File: config.mk
export PLATFORM = sky130hd
export DESIGN_NAME = ma_stage_hs
export DESIGN_NICKNAME = d
export VERILOG_FILES = /design/src/rtl/ma_stage_hs.sv
export SDC_FILE = /design/constraint.sdc
export NUM_CORES = 1
export LEC_CHECK = 0
export CORE_AREA = 2 2 124 126
export CTS_BUF_LIST = sky130_fd_sc_hd__clkbuf_8
export DETAILED_ROUTE_END_ITERATION = 12
export DIE_AREA = 0 0 126 128
export GPL_ROUTABILITY_DRIVEN = 0
export GPL_TIMING_DRIVEN = 0
export PLACE_DENSITY = 0.91
export SLEW_MARGIN = 20
export SYNTH_ARGS = -nofsm -noshare
export SYNTH_HDL_FRONTEND = slang
export SYNTH_SLANG_ARGS = --single-unit
File: constraint.sdc
create_clock -name i_clk -period 3.9 [get_ports i_clk]
set_input_delay 0.585 -clock i_clk [delete_from_list [all_inputs] [get_ports i_clk]]
set_output_delay 0.585 -clock i_clk [all_outputs]
set_load 0.02 [all_outputs]
File: src/rtl/ma_stage_hs.sv
// Memory-access pipeline stage with a req/gnt/rvalid bus handshake, byte-lane
// steering, misalignment and timeout detection, and a registered WB boundary.
module ma_stage_hs #(
  parameter int XLEN    = 32,
  parameter int TIMEOUT = 255
) (
  input  logic            i_clk,
  input  logic            i_rst,
  input  logic            i_mem_wren,
  input  logic            i_mem_rden,
  input  logic            i_rd_wren,
  input  logic            i_insn_vld,
  input  logic [2:0]      i_funct3,
  input  logic [1:0]      i_wb_sel,
  input  logic [4:0]      i_rd_addr,
  input  logic [XLEN-1:0] i_alu_data,
  input  logic [XLEN-1:0] i_rs2_data,
  input  logic [XLEN-1:0] i_pc,
  output logic            o_stall,
  output logic            o_bus_req,
  output logic            o_bus_we,
  output logic [XLEN-1:0] o_bus_addr,
  output logic [XLEN-1:0] o_bus_wdata,
  output logic [XLEN/8-1:0] o_bus_be,
  input  logic            i_bus_gnt,
  input  logic            i_bus_rvalid,
  input  logic [XLEN-1:0] i_bus_rdata,
  output logic [1:0]      o_wb_wb_sel,
  output logic            o_wb_rd_wren,
  output logic            o_wb_insn_vld,
  output logic [4:0]      o_wb_rd_addr,
  output logic [XLEN-1:0] o_wb_alu_data,
  output logic [XLEN-1:0] o_wb_ld_data,
  output logic [XLEN-1:0] o_wb_pc,
  output logic            o_wb_misalign,
  output logic            o_wb_bus_err
);

  localparam int BEW = XLEN / 8;
  localparam int OFF = $clog2(BEW);
  localparam int CW  = $clog2(TIMEOUT + 1);

  typedef enum logic [1:0] {IDLE, WAIT_GNT, WAIT_RSP} state_t;

  state_t          state_q, state_d;
  logic [CW-1:0]   cnt_q, cnt_d;
  logic            access, is_load, misalign, cnt_hit;
  logic            bus_req, done, bus_err, pending, stall, load_ok;
  logic [1:0]      sz;
  logic [OFF-1:0]  offset;
  logic [BEW-1:0]  be_mask;
  logic [63:0]     sh64, ext64;
  logic [XLEN-1:0] ld_ext;

  assign access  = i_insn_vld && (i_mem_wren || i_mem_rden);
  assign is_load = i_mem_rden;
  assign offset  = i_alu_data[OFF-1:0];
  // Doubleword encodings collapse to word accesses on a 32-bit datapath.
  assign sz      = (XLEN == 32 && i_funct3[1:0] == 2'b11) ? 2'b10 : i_funct3[1:0];
  assign cnt_hit = (cnt_q == CW'(TIMEOUT - 1));

  always_comb begin
    misalign = 1'b0;
    be_mask  = '1;
    o_bus_wdata = i_rs2_data;
    unique case (sz)
      2'b00: begin be_mask = BEW'(1);  o_bus_wdata = {BEW{i_rs2_data[7:0]}}; end
      2'b01: begin be_mask = BEW'(3);  misalign = i_alu_data[0];
                   o_bus_wdata = {(BEW/2){i_rs2_data[15:0]}}; end
      2'b10: begin be_mask = BEW'(15); misalign = |i_alu_data[1:0];
                   o_bus_wdata = {(BEW/4){i_rs2_data[31:0]}}; end
      default: misalign = |i_alu_data[2:0];
    endcase
  end

  assign o_bus_be   = be_mask << offset;
  assign o_bus_addr = i_alu_data & ~XLEN'(BEW - 1);

  // Width-independent extension: build at 64 bits, then truncate to XLEN.
  always_comb begin
    sh64 = 64'(i_bus_rdata >> {offset, 3'b000});
    unique case (i_funct3)
      3'b000:  ext64 = {{56{sh64[7]}},  sh64[7:0]};
      3'b001:  ext64 = {{48{sh64[15]}}, sh64[15:0]};
      3'b010:  ext64 = {{32{sh64[31]}}, sh64[31:0]};
      3'b100:  ext64 = {56'd0, sh64[7:0]};
      3'b101:  ext64 = {48'd0, sh64[15:0]};
      3'b110:  ext64 = (XLEN == 32) ? {{32{sh64[31]}}, sh64[31:0]} : {32'd0, sh64[31:0]};
      default: ext64 = sh64;
    endcase
  end
  assign ld_ext = ext64[XLEN-1:0];

  // NOTE: every always_comb output gets a default first so no latch is inferred.
  always_comb begin
    state_d = state_q;
    cnt_d   = '0;
    bus_req = 1'b0;
    done    = 1'b0;
    bus_err = 1'b0;
    unique case (state_q)
      IDLE: begin
        if (access) begin
          if (misalign) begin
            done = 1'b1;
          end else begin
            bus_req = 1'b1;
            if (!i_bus_gnt)   state_d = WAIT_GNT;
            else if (is_load) state_d = WAIT_RSP;
            else              done    = 1'b1;
          end
        end
      end
      WAIT_GNT: begin
        if (cnt_hit) begin
          done = 1'b1; bus_err = 1'b1; state_d = IDLE;
        end else begin
          bus_req = 1'b1;
          cnt_d   = cnt_q + 1'b1;
          if (i_bus_gnt) begin
            if (is_load) state_d = WAIT_RSP;
            else begin done = 1'b1; state_d = IDLE; cnt_d = '0; end
          end
        end
      end
      WAIT_RSP: begin
        if (i_bus_rvalid) begin
          done = 1'b1; state_d = IDLE;
        end else if (cnt_hit) begin
          done = 1'b1; bus_err = 1'b1; state_d = IDLE;
        end else begin
          cnt_d = cnt_q + 1'b1;
        end
      end
      default: state_d = IDLE;
    endcase
  end

  assign pending   = access || (state_q != IDLE);
  assign stall     = pending && !done && !i_rst;
  assign o_stall   = stall;
  assign o_bus_req = bus_req && !i_rst;
  assign o_bus_we  = o_bus_req && !is_load;
  assign load_ok   = access && is_load && !misalign && !bus_err;

  // NOTE: sequential state uses non-blocking assignments only.
  always_ff @(posedge i_clk) begin
    if (i_rst) begin
      state_q <= IDLE;
      cnt_q   <= '0;
    end else begin
      state_q <= state_d;
      cnt_q   <= cnt_d;
    end
  end

  always_ff @(posedge i_clk) begin
    if (i_rst) begin
      o_wb_wb_sel   <= '0;
      o_wb_rd_wren  <= 1'b0;
      o_wb_insn_vld <= 1'b0;
      o_wb_rd_addr  <= '0;
      o_wb_alu_data <= '0;
      o_wb_ld_data  <= '0;
      o_wb_pc       <= '0;
      o_wb_misalign <= 1'b0;
      o_wb_bus_err  <= 1'b0;
    end else if (stall) begin
      o_wb_insn_vld <= 1'b0;
      o_wb_rd_wren  <= 1'b0;
      o_wb_misalign <= 1'b0;
      o_wb_bus_err  <= 1'b0;
    end else begin
      o_wb_wb_sel   <= i_wb_sel;
      o_wb_rd_wren  <= i_rd_wren && !(access && (misalign || bus_err));
      o_wb_insn_vld <= i_insn_vld;
      o_wb_rd_addr  <= i_rd_addr;
      o_wb_alu_data <= i_alu_data;
      o_wb_ld_data  <= load_ok ? ld_ext : '0;
      o_wb_pc       <= i_pc;
      o_wb_misalign <= access && misalign;
      o_wb_bus_err  <= bus_err;
    end
  end

endmodule

# --- Word level (Yosys, flattened, before mapping) ---
# Index checks and enable logic that the tools add are counted.
totals:
  latchBits: 0
  mem_count: 0
  reg_bits: 117
  ramBits: 0
  romBits: 0
  output_inout_bits: 178
  elab_cells: 95
classes:
  n_addsub: 1
  reduce_logical: 29
  bitwise: 0
  n_mul: 0
  n_eq_ne: 16
  order_cmp: 0
  n_div: 0
  n_shift: 2
  mux: 36
ops:
  columns: ["operator", "n"]
  rows:
  - ["32-bit one-hot mux with 5 select lines", 1]
  - ["32-bit one-hot mux with 2 select lines", 1]
  - ["8-bit 2-to-1 mux", 5]
  - ["32-bit 2-to-1 mux", 1]
  - ["32-bit by 5-bit >> shifter with 32-bit output", 1]
  - ["2-bit 2-to-1 mux", 10]
  - ["8-bit one-hot mux with 2 select lines", 1]
  - ["1-bit logical AND", 11]
  - ["1-bit 2-to-1 mux", 11]
  - ["3-bit equality test, second input constant", 3]
  - ["3-bit inequality test, second input constant", 3]
  - ["8-bit by 1-bit adder with 8-bit output, second input constant", 1]
  - ["8-bit equality test, second input constant", 1]
  - ["4-bit one-hot mux with 2 select lines", 1]
  - ["2-bit equality test, second input constant", 3]
  - ["1-bit zero test", 6]
  - ["1-bit one-hot mux with 3 select lines", 2]
  - ["2-bit one-hot mux with 3 select lines", 1]
  - ["2-bit OR reduction", 3]
  - ["5-bit AND reduction", 1]
  - ["2-bit by 1-bit equality test with 1-bit output, second input constant", 2]
  - ["2-bit zero test", 2]
  - ["2-bit inequality test, second input constant", 2]
  - ["1-bit one-hot mux with 2 select lines", 2]
  - ["other kinds (7)", 9]

# --- Depth between registers and ports, before layout ---
# Gate-level depths: netlist (run 1).
logic_depth:
  ltp_word: 11
  mapped_depth: 10
  ltp_nobuf: 7

# --- Worst setup path after synthesis (run 1) ---
# No wires, ideal clock.
synth_timing:
  kind: "input to output"
  startpoint: "input port i_alu_data[1]"
  endpoint: "output port o_bus_be[2]"
  required_time_ns: 3.315
  setup_slack_ns: 1.501
  arrival_time_ns: 1.814
  path_stages: 5
  cell_sequence: "buf_4 -> clkbuf_1 -> clkbuf_1 -> a211oi_1 -> a21oi_1"
synth_between:
  elab_chain_cells: 1
synth_rtl:
  columns: ["item", "line_no", "rtl"]
  rows:
  - ["start: declaration", "16", "input logic [XLEN-1:0] i_alu_data,"]
  - ["4-bit by 2-bit left shift with 4-bit output", "76", "assign o_bus_be = be_mask << offset;"]
  - ["end: declaration", "24", "output logic [XLEN/8-1:0] o_bus_be,"]
# No other way between the ends.

# --- Worst setup path after layout (run 1) ---
layout_timing:
  startpoint: "input port i_funct3[1]"
  endpoint: "output port o_stall"
layout_between:
  elab_chain_cells: 10
layout_rtl:
  columns: ["item", "line_no", "rtl"]
  rows:
  - ["start: declaration", "13", "input logic [2:0] i_funct3,"]
  - ["2-bit equality test", "59", "assign sz = (XLEN == 32 && i_funct3[1:0] == 2'b11) ? 2'b10 : i_funct3[1:0];"]
  - ["2-bit 2-to-1 mux *", "59", null]
  - ["2-bit equality test (tied with other cells)", "66", "unique case (sz)"]
  - ["1-bit one-hot mux with 3 select lines *", "66", null]
  - ["1-bit 2-to-1 mux *", "104", "if (misalign) begin"]
  - ["1-bit 2-to-1 mux *", "103", "if (access) begin"]
  - ["1-bit one-hot mux with 3 select lines *", "101", "unique case (state_q)"]
  - ["1-bit zero test *", "140", "assign stall = pending && !done && !i_rst;"]
  - ["1-bit logical AND * (2 in a row)", "140", null]
  - ["end: declaration", "19", "output logic o_stall,"]
# Mark *: on every way between the ends. The rest lies on a longest branch, timed or not.

==> run metrics, run 1 <==
outcome=finished clean; largest net degree at the start of global routing=17; Pins Over Slew Limit=0; Post-Synthesis Cells=714; dpl hpwl=~18000 um; total number of vias=slightly below 7000; r2r worst-path depth=10; final-report hold violation count=0; CTS tree=built; Peak VDD IR=246 uV; WP data arrival=approximately 3200 ps; Synth-to-Final Area Change=65.0%; Post-Synth Adder-Cell Area=roughly 1.3%; max cap viols=0; relative slew slack=between 50% and 60%; wire per inst=between 15 and 20 um; DR DRC count=0; Compound-Gate Fraction of Synth Area=~25%; WL final=roughly 23000 um; skew final=8.81 ps; final hold slack=roughly 460 ps; Final min period=roughly 3800 ps; Peak Freq=0.265 GHz; Post-Place Worst Slack=-12.3 ps; first-pass GRT wire length=35100 um; WS Path Type=input pin to output pin; Root Driver=clkbuf_8; Detailed Routing Iterations Pass 1=6; final period utilization=slightly below 100%; Post-Synth Simple-Gate Area=between 10% and 20%; Most used DFF post-synth=dfxtp_1; hold buffers post-CTS=0; async set-reset flop share out of synthesis=0%; Largest delay share family, worst path=buffers and inverters; Worst path most repeated cell=clkdlybuf4s50_1; unrepaired setup endpoints after global routing=no; worst hold path class=register to register; Rows=between 40 and 50; Worst EP required=3310 ps; crit-path max cell delay=around 630 ps; Crit-path slowest cell=clkdlybuf4s50_1; Mapped Area=5920 um2; final worst setup slack=129 ps; sequential-to-total area share from yosys stat=39.6%; Synth cell types=48; die area=about 16000 um2; PD cells=533 nW/um2; critical path depth=7; hold depth=2; synth warn=0; initial antenna violation count=0; DR iter-0 viols=about 530; Yosys reg bits=between 100 and 150; Setup crit end kind=output pin; CTS sink cnt=about 120; crit path cell chain=clkdlybuf4s50_1 -> a21oi_1 -> o211ai_1 -> and3_1 -> nor3_4 -> buf_4 -> clkdlybuf4s50_1; share of cells above drive strength 1=11.6%; antenna-violating nets left=0; Setup Buffers After CTS=0; htree depth=4; worst path buffer plus inverter count=3; diodes inserted=0; Post-Synth XOR/XNOR Area=less than 1%; Congestion Overflow GR=0; vias in the first global route=around 6600; final setup fails=0; number of flops mapped to enable cells by yosys=0; crit-path max FO=10; CP Launch Type=input pin; chip width=126 um; mux cell area share after synthesis=approximately 7.5%; Port Buf Inserts=approximately 320; Worst-path clk slew=~60 ps; clk_lat worst skew=approximately 450 ps; largest family of logic cells by synthesized area=compound AO/OA/AOI/OAI gates; Lkg Pwr=approximately 3.6 nW; Die Y=~130 um; final core area utilization=about two thirds; clock tree buffer depth=2; vias per cell=approximately 5.5; total CTS buffers=17; nets=roughly 1200; GRT Util Overall=27.5%; I/O pins=between 300 and 400; Avg Cell Area, Syn=~8.3 um2; worst slew pin tran=698 ps; Initial Util=approximately 40%; Core ar.=~15000 um2
-- cell type report --
type / count / area [um2]
Buffer: 108 / 609
Clock buffer: 20 / 275
Clock inverter: 11 / 135
Fill cell: 1214 / 5100
Inverter: 7 / 26.3
Multi-Input combinational cell: 483 / 2950
Sequential cell: 117 / 2340
Tap cell: 188 / 235
Timing Repair Buffer: 319 / 3190
-- registers in the layout, summed over array words and instances (netlist names) --
| register | flops |
|---|---|
| state_q | 2 |
| o_wb_rd_wren | 1 |
| o_wb_insn_vld | 1 |
| o_wb_rd_addr | 5 |
| o_wb_misalign | 1 |
| o_wb_pc | 32 |
| o_wb_wb_sel | 2 |
| cnt_q | 8 |
| o_wb_alu_data | 32 |
| o_wb_bus_err | 1 |
| o_wb_ld_data | 32 |
-- synthesized netlist by cell type, drive strengths merged, types with 2 or more instances --
| library cell | n | area share (%) |
|---|---|---|
| a211oi | 4 | 0.59 |
| a21oi | 105 | 8.9 |
| a22o | 8 | 1.2 |
| and3 | 2 | 0.21 |
| buf | 62 | 7.3 |
| clkbuf | 46 | 3.0 |
| dfxtp | 117 | 40 |
| ha | 6 | 1.3 |
| inv | 7 | 0.44 |
| mux2 | 17 | 3.2 |
| mux2i | 23 | 3.9 |
| nand2 | 44 | 2.8 |
| nand2b | 4 | 0.42 |
| nand3 | 85 | 7.2 |
| nand4 | 4 | 0.42 |
| nand4b | 2 | 0.30 |
| nor2 | 18 | 1.1 |
| nor2b | 4 | 0.42 |
| nor3 | 5 | 0.51 |
| nor3b | 2 | 0.25 |
| nor4b | 2 | 0.30 |
| o211ai | 10 | 1.5 |
| o21ai | 99 | 8.4 |
| o2bb2ai | 16 | 3.4 |
| or2 | 3 | 0.32 |
| or4 | 2 | 0.25 |
| xor2 | 5 | 0.74 |
-- kinds of logic after synthesis --
logic type,count (synthesis)
DFF,117
xor gates and xnor gates,6
adders and majority gates,6
muxes,41
other,1
buffers and inverters,115
AOI/OAI and AO/OA,250
and+or+nand+nor,178
-- where the power goes --
part	internal (mW)	switching [mW]	leakage [nW]
clock network	0.671	0.501	0.214
logic	0.993	1.48	2.44
registers	1.43	0.126	0.960
total	3.09	2.11	3.61
-- worst reg2reg max path, delay by kind of cell, from the launching register on --
family | cells | cell delay (ps)
simple gates | 3 | 340
compound gates | 2 | 340
buf+inv | 4 | 1070
flops | 1 | 410
fa+ha+maj | 1 | 190
-- worst paths after layout --
path               start     endpoint  slack, ps
max          i_funct3[1]      o_stall        130
min          o_wb_pc[30]  o_wb_pc[30]        460
max reg2reg     cnt_q[0]  o_wb_pc[18]       1440
min reg2reg  o_wb_pc[30]  o_wb_pc[30]        460
-- cell usage in the layout, fill, tap and decap left out, types with 3 or more instances in the layout --
cell type        instances
nand2b_1                 4
o21ai_0                 98
nor2b_1                  4
buf_4                   44
mux2_2                  17
clkbuf_2                 5
xor2_1                   5
clkbuf_8                20
dfxtp_1                117
inv_1                   10
o2bb2ai_2               10
o2bb2ai_1                6
a21oi_1                105
nand2_1                 44
nor2_1                  18
clkdlybuf4s50_1        319
a22o_1                   8
o211ai_1                 9
buf_1                    7
buf_2                    8
a211oi_1                 3
nor3_1                   4
nand4_1                  4
clkbuf_1                41
mux2i_1                 23
bufinv_16                3
ha_1                     6
buf_6                    3
nand3_1                 85
-- repair_timing --
item	CTS	global route
gates cloned	0	0
resized for setup	1	1
endpoints found under the setup margin	1	1
-- metrics by stage --
| stage | TNS, ps | instances | cell area (um2) | power (mW) |
|---|---|---|---|---|
| after floorplan | 0 | 715 | 5920 | 2.94 |
| after global placement | -2.50 | 1222 | 9350 | 3.96 |
| after detailed placement | -12.3 | 1222 | 9350 | 4.02 |
| after CTS | 0 | 1253 | 9770 | 5.19 |
| after global routing | 0 | 1253 | 9770 | 5.48 |
| final | 0 | 1253 | 9770 | 5.20 |
-- layer usage --
| metal | vias up | share of wire (%) | global-route usage [%] | routed length, um |
|---|---|---|---|---|
| li1 | 3194 | - | - | - |
| met1 | 3218 | 40 | 33.8 | 9200 |
| met2 | 375 | 48 | 45.4 | 11100 |
| met3 | 78 | 8.2 | 6.47 | 1890 |
| met4 | 0 | 4.2 | 13.9 | 966 |
| met5 | - | 0 | 0 | 0 |
(Power assumes the default switching activity.)
==> inputs of run 2 (changes only) <==
--- a/config.mk
+++ b/config.mk
@@ -16,3 +16,4 @@
 export SYNTH_ARGS = -nofsm -noshare
 export SYNTH_HDL_FRONTEND = slang
 export SYNTH_SLANG_ARGS = --single-unit
+export TNS_END_PERCENT = 10
==> results of run 2 <==
No change in the layout: final DEF, timing and power equal those of run 1.
==> RTL edit 1: new RTL, settings of run 1 <==
Set the parameter `TIMEOUT` to 510 (it was 255).
--- a/src/rtl/ma_stage_hs.sv
+++ b/src/rtl/ma_stage_hs.sv
@@ -3,5 +3,5 @@
 module ma_stage_hs #(
   parameter int XLEN    = 32,
-  parameter int TIMEOUT = 255
+  parameter int TIMEOUT = 510
 ) (
   input  logic            i_clk,
Check against the original RTL: no difference found for any inputs over 4 cycles, from zero or initial values and one cycle with i_rst high; that may be too few to reach the edited logic, so the function may still have changed.
==> RTL edit 1 against run 1 <==
- sequential cell count is 1 higher
- worst setup slack improved by 0.0053 ns
- first-iteration DRC count shrank 8.1%
- via count decreased by 0.22%
- combinational power down 11%
- sequential power down 3%
- hold slack improved by 0.0017 ns
- power shrank 7.8%
- area after synthesis increased by 1.7%
- design area grew 0.72%
- synthesized cell count rose by 2.0%
- wire length decreased by 1.7%
==> RTL edit 1: results (changes against run 1) <==
- Switching part of the total: 0.396 (-0.00902)
- Crit. Startpoint: i_mem_rden
- Post-synthesis compound-gate area fraction: 0.251 (-0.00193)
- Worst reg2reg path startpoint: state_q[0]
- Post-CTS Setup Inserts: 1 (+1)
- R2r endpoint: o_wb_ld_data[21]
- CTS Buf Count: 17 (unchanged)
- Worst EP arrival: 3.18 ns (about the same)
- Avg Cell Area, Syn: 8.27 um2 (-0.26%)
- Non-Filler Instances: 1268 (+1.2%)
- Vias/cell: 5.40 (-1.4%)
- TritonRoute pass-1 iters: 5 (-1)
- Max_cap viols: 0 (unchanged)
- Flop-to-flop setup slack: 1.32 ns (-0.12 ns)
- Synth Area in Adders: 0.0125 (-0.000211)
- Synth cell types: 51 (+6.3%)
- Detail Route met3 WL: 1.85 mm (-2.2%)
- First-pass GRT wire length: 35.4 mm (+0.98%)
- Met1 GRT Util: 0.301 (-0.0368)
- Final min period: 3.77 ns (-0.00535 ns)
- Max IR drop VDD: 0.233 mV (-5.2%)
- Multiplexer area fraction after synthesis: 0.0784 (+0.00333)
- GRT Total Usage: 0.274 (-0.000990)
- Dpl ws: -0.234 ns (-0.222 ns)
- Synthesis Warnings: 0 (unchanged)
- Detail Route met2 WL: 11.8 mm (+6.0%)
- Worst skew pair latency: 0.43 ns (-0.02 ns)
- Status: finished clean
- Sequential share of power: 0.317 (+0.018)
- Hold Violations, Final: 0 (unchanged)
- Critical path endpoint: o_stall
- M1 WL: 8.48 mm (-7.8%)
- Layout cells sized above 1: 0.117 (+0.000235)
- Vias in the first global route: 6854 (+3.9%)
- Worst hold margin: 0.463 ns (+0.00167 ns)
- Fill cells: 1213 (-0.082%)
- DR iter-0 viols: 490 (-8.1%)
- Synth top cells by count: 118 x dfxtp_1, 95 x a21oi_1, 90 x nand3_1
- Sequential element share of the synthesized area: 0.393 (-0.00326)
- Hold_sp: o_wb_alu_data[20]
- WL/cell: 18.0 um (-2.8%)
- End of the worst hold path: o_wb_alu_data[20]
- Root Buffer: clkbuf_8
- Fin nets: 1219 (+1.2%)
- Grt met3 use: 0.0730 (+0.00835)
- Worst Skew: 0.0120 ns (+0.00318 ns)
- HPWL Detailed: 17.7 mm (+0.24%)
- Layout area overhead: 63.5%
- GRT met2 Usage: 0.510 (+0.0566)
- Synth top area cells: dfxtp_1 39%, a21oi_1 7.9%, nand3_1 7.5%
- Port-buffer cells: 318 (-0.31%)
- Leak pwr: 0.00370 uW (+2.4%)
- Clock power share: 0.223 (-0.002)
- DP Area: 0.00944 mm2 (+0.96%)
- Max Slew Vio Count: 0 (unchanged)
- Reg2reg path depth: 9 (-1)
- Total sequential power: 1520 uW (-3%)
- Rel. slew slack: 0.424 (-0.111)
- Synth Area in XOR/XNOR: 0.0102 (+0.00131)
-- RTL edit 1: changes by cell type in the layout (fill, tap and decap cells not counted), moves of 6 or more --
cell       delta
a21o_1        +8
a21oi_1      -10
a22o_1        +8
a221o_1      +15
o2bb2ai_2    -10
o21ai_0       -9
mux2_2        +6
buf_2        +10
a32oi_1       +8
nand2_1      +10
o211ai_1      -7
-- RTL edit 1: final cells by class --
class | count | area [um2] | area share
Inverter | 8 | 30.0 | 0.00305
Tap cell | 188 | 235 | 0.0239
Sequential cell | 118 | 2360 | 0.240
Multi-Input combinational cell | 493 | 3020 | 0.307
Buffer | 110 | 612 | 0.0622
Timing Repair Buffer | 319 | 3190 | 0.324
Clock inverter | 10 | 80.1 | 0.00814
Clock buffer | 22 | 303 | 0.0308
-- RTL edit 1: worst max-delay path: stages --
cell	delay [ns]
clkdlybuf4s50_1	0.61
nand2b_1	0.21
a31oi_1	0.13
o21a_1	0.19
clkbuf_1	0.32
nor3_4	0.31
buf_4	0.21
clkdlybuf4s50_1	0.61
==> RTL edit 2: new RTL, config.mk and constraints of run 1 <==
Made on the original files. Make the reset (`i_rst`) asynchronous in 2 clocked blocks.
--- a/src/rtl/ma_stage_hs.sv
+++ b/src/rtl/ma_stage_hs.sv
@@ -145,5 +145,5 @@
 
   // NOTE: sequential state uses non-blocking assignments only.
-  always_ff @(posedge i_clk) begin
+  always_ff @(posedge i_clk or posedge i_rst) begin
     if (i_rst) begin
       state_q <= IDLE;
@@ -155,5 +155,5 @@
   end
 
-  always_ff @(posedge i_clk) begin
+  always_ff @(posedge i_clk or posedge i_rst) begin
     if (i_rst) begin
       o_wb_wb_sel   <= '0;
Check against the original RTL: differs if i_rst is asserted again (counterexample within 4 cycles, from zero or initial values and one cycle with i_rst high); with i_rst held inactive, the same outputs for 4 cycles.
==> RTL edit 2 against run 1 <==
- area after synthesis rose by 2.6%
- largest power group unchanged
- worst setup slack improved by 0.13 ns
- register-to-register slack got worse by 0.25 ns
- design area rose by 1.6%
- wire length fell by 12%
- final cell count fell by 16%
- sequential cell count did not move
- power fell by 5.2%
==> RTL edit 2: results (changes against run 1) <==
- Ys flop type: dfrtp_1
- Hold_sp: o_wb_ld_data[31]
- CP Max Fanout: 10 (unchanged)
- # diodes: 0 (unchanged)
- First-pass GRT wire length: 30.9 mm (-12%)
- Top Registers: o_wb_alu_data x32, o_wb_ld_data x32, o_wb_pc x32
- Slowest stage delay, CP: between 0.6 and 0.7 ns
- Layout cells sized above 1: 0.215 (+0.0985)
- Worst hold margin: 0.479 ns (+0.0168 ns)
- TritonRoute pass-1 iters: 5 (-1)
- Port-buffer cells: 318 (-0.31%)
- DR iter-0 viols: 383 (-28%)
- Vias/cell: 5.17 (-5.7%)
- Post-CTS Setup Inserts: 1 (+1)
- Reg2reg path depth: 9 (-1)
- Worst Skew: 0.0106 ns (+0.00183 ns)
- End of the worst hold path: o_wb_ld_data[31]
- Fill cells: 1118 (-7.9%)
- Non-Filler Instances: 1058 (-16%)
- Worst skew pair latency: between 0.4 and 0.5 ns
- Avg Cell Area, Syn: 11.7 um2 (+42%)
- Largest net degree at the start of global routing: 65 (+48)
- Leak pwr: 0.00418 uW (+16%)
- Synth cell types: 51 (+6.3%)
- HPWL Detailed: 15.7 mm (-12%)
- Vias in the first global route: 5615 (-15%)
- Sequential element share of the synthesized area: 0.482 (+0.0865)
- Total wire length: 20.5 mm (-12%)
- PostCTS Resize Cnt: 0 (-1)
- Worst reg2reg path startpoint: state_q[0]
- GRT Total Usage: 0.246 (-0.0293)
- Worst hold stages: 2 (unchanged)
- Synth top cells by count: 117 x dfrtp_1, 73 x mux2_2, 52 x buf_4
- Synth top area cells: dfrtp_1 48%, mux2_2 14%, buf_4 6.4%
- Max IR drop VDD: 0.398 mV (+62%)
- Fin nets: 1009 (-16%)
- R2r endpoint: o_wb_ld_data[6]
- Pin slew with the least headroom to its limit: 0.809 ns (+0.112 ns)
- Root Buffer: clkbuf_8
- Initial antenna violation count: 0 (unchanged)
- H-Tree Depth: 4 (unchanged)
- Status: finished clean
- Clock slew at reported path FFs: roughly 0.07 ns
- Slowest stage cell, crit path: clkdlybuf4s50_1
- Worst EP arrival: 3.06 ns (-0.13 ns)
- Flop-to-flop setup slack: 1.19 ns (-0.25 ns)
- CTS Buf Count: 17 (unchanged)
- Asr flop ratio synth: 1.00 (+1.00)
==> RTL edit 2: cell types whose count changed after synthesis, moves of 56 or more <==
cell	before	now
o21ai_0	99	20
dfrtp_1	0	117
dfxtp_1	117	0
a21oi_1	105	16
mux2_2	17	73
nand3_1	85	4
==> RTL edit 2: layer usage <==
| metal | vias up | wire length (um) | part of all wire | track usage |
|---|---|---|---|---|
| met3 | 27 | 1580 | 0.077 | 0.0755 |
| met4 | 0 | 320 | 0.016 | 0.0724 |
| met1 | 2658 | 8320 | 0.41 | 0.311 |
| li1 | 2492 | - | - | - |
| met2 | 289 | 10300 | 0.50 | 0.408 |
| met5 | - | 0 | 0 | 0 |
==> RTL edit 2: report_power, final <==
group	internal [uW]	switching, uW	leakage, uW
Sequential	1490	148	0.00146
Combinational	1120	1100	0.00255
Clock	542	540	0.000177
==> RTL edit 2: worst max-delay path: cells and delay by family <==
kind | cells | cell delay, ns
AND/OR/NAND/NOR | 1 | 0.04
AO/OA/AOI/OAI | 2 | 0.35
buffers and inverters | 5 | 2.09
==> RTL edit 2: worst max path at each step <==
stage / startpoint / to / slack [ns]
detailed placement: i_mem_rden / o_stall / -0.07
CTS: i_alu_data[0] / o_stall / 0.26
global route: i_mem_rden / o_stall / 0.16
global placement: i_rst / o_wb_alu_data[9] / -1.68
floorplan: i_rst / cnt_q[0] / 0.21
finish: i_alu_data[0] / o_bus_be[2] / 0.25
==> RTL edit 2: metrics by stage <==
step | setup TNS, ns | util | worst slack (ns) | cell area (um2) | power [uW]
finish | 0 | 0.667 | 0.254 | 9920 | 4930
global route | 0 | 0.667 | 0.157 | 9920 | 5160
CTS | 0 | 0.667 | 0.264 | 9920 | 4960
detailed placement | -0.0740 | 0.641 | -0.0740 | 9530 | 3860
global placement | -196.29 | 0.639 | -1.68 | 9490 | 3810
floorplan | 0 | - | 0.214 | 6070 | 2820
==> RTL edit 2: layout make-up <==
class | instances | area, um2 | share of cell area
flip-flops and latches | 117 | 2930 | 0.295
clock inverters | 13 | 124 | 0.0125
inverters | 7 | 31.3 | 0.00315
repair buffers | 320 | 3220 | 0.324
well taps | 188 | 235 | 0.0237
clock buffers | 19 | 262 | 0.0264
plain buffers | 74 | 512 | 0.0516
multi-input cells | 320 | 2610 | 0.263
==> RTL edit 2: cell families after synthesis <==
logic type                 after synthesis  synth area share
AOI/OAI and AO/OA                      114             0.142
xor gates and xnor gates                 6           0.00866
adders and majority gates                6            0.0124
buffers and inverters                   81            0.0886
DFF                                    117             0.482
muxes                                  111             0.201
other                                    1          0.000618
and+or+nand+nor                         81            0.0647
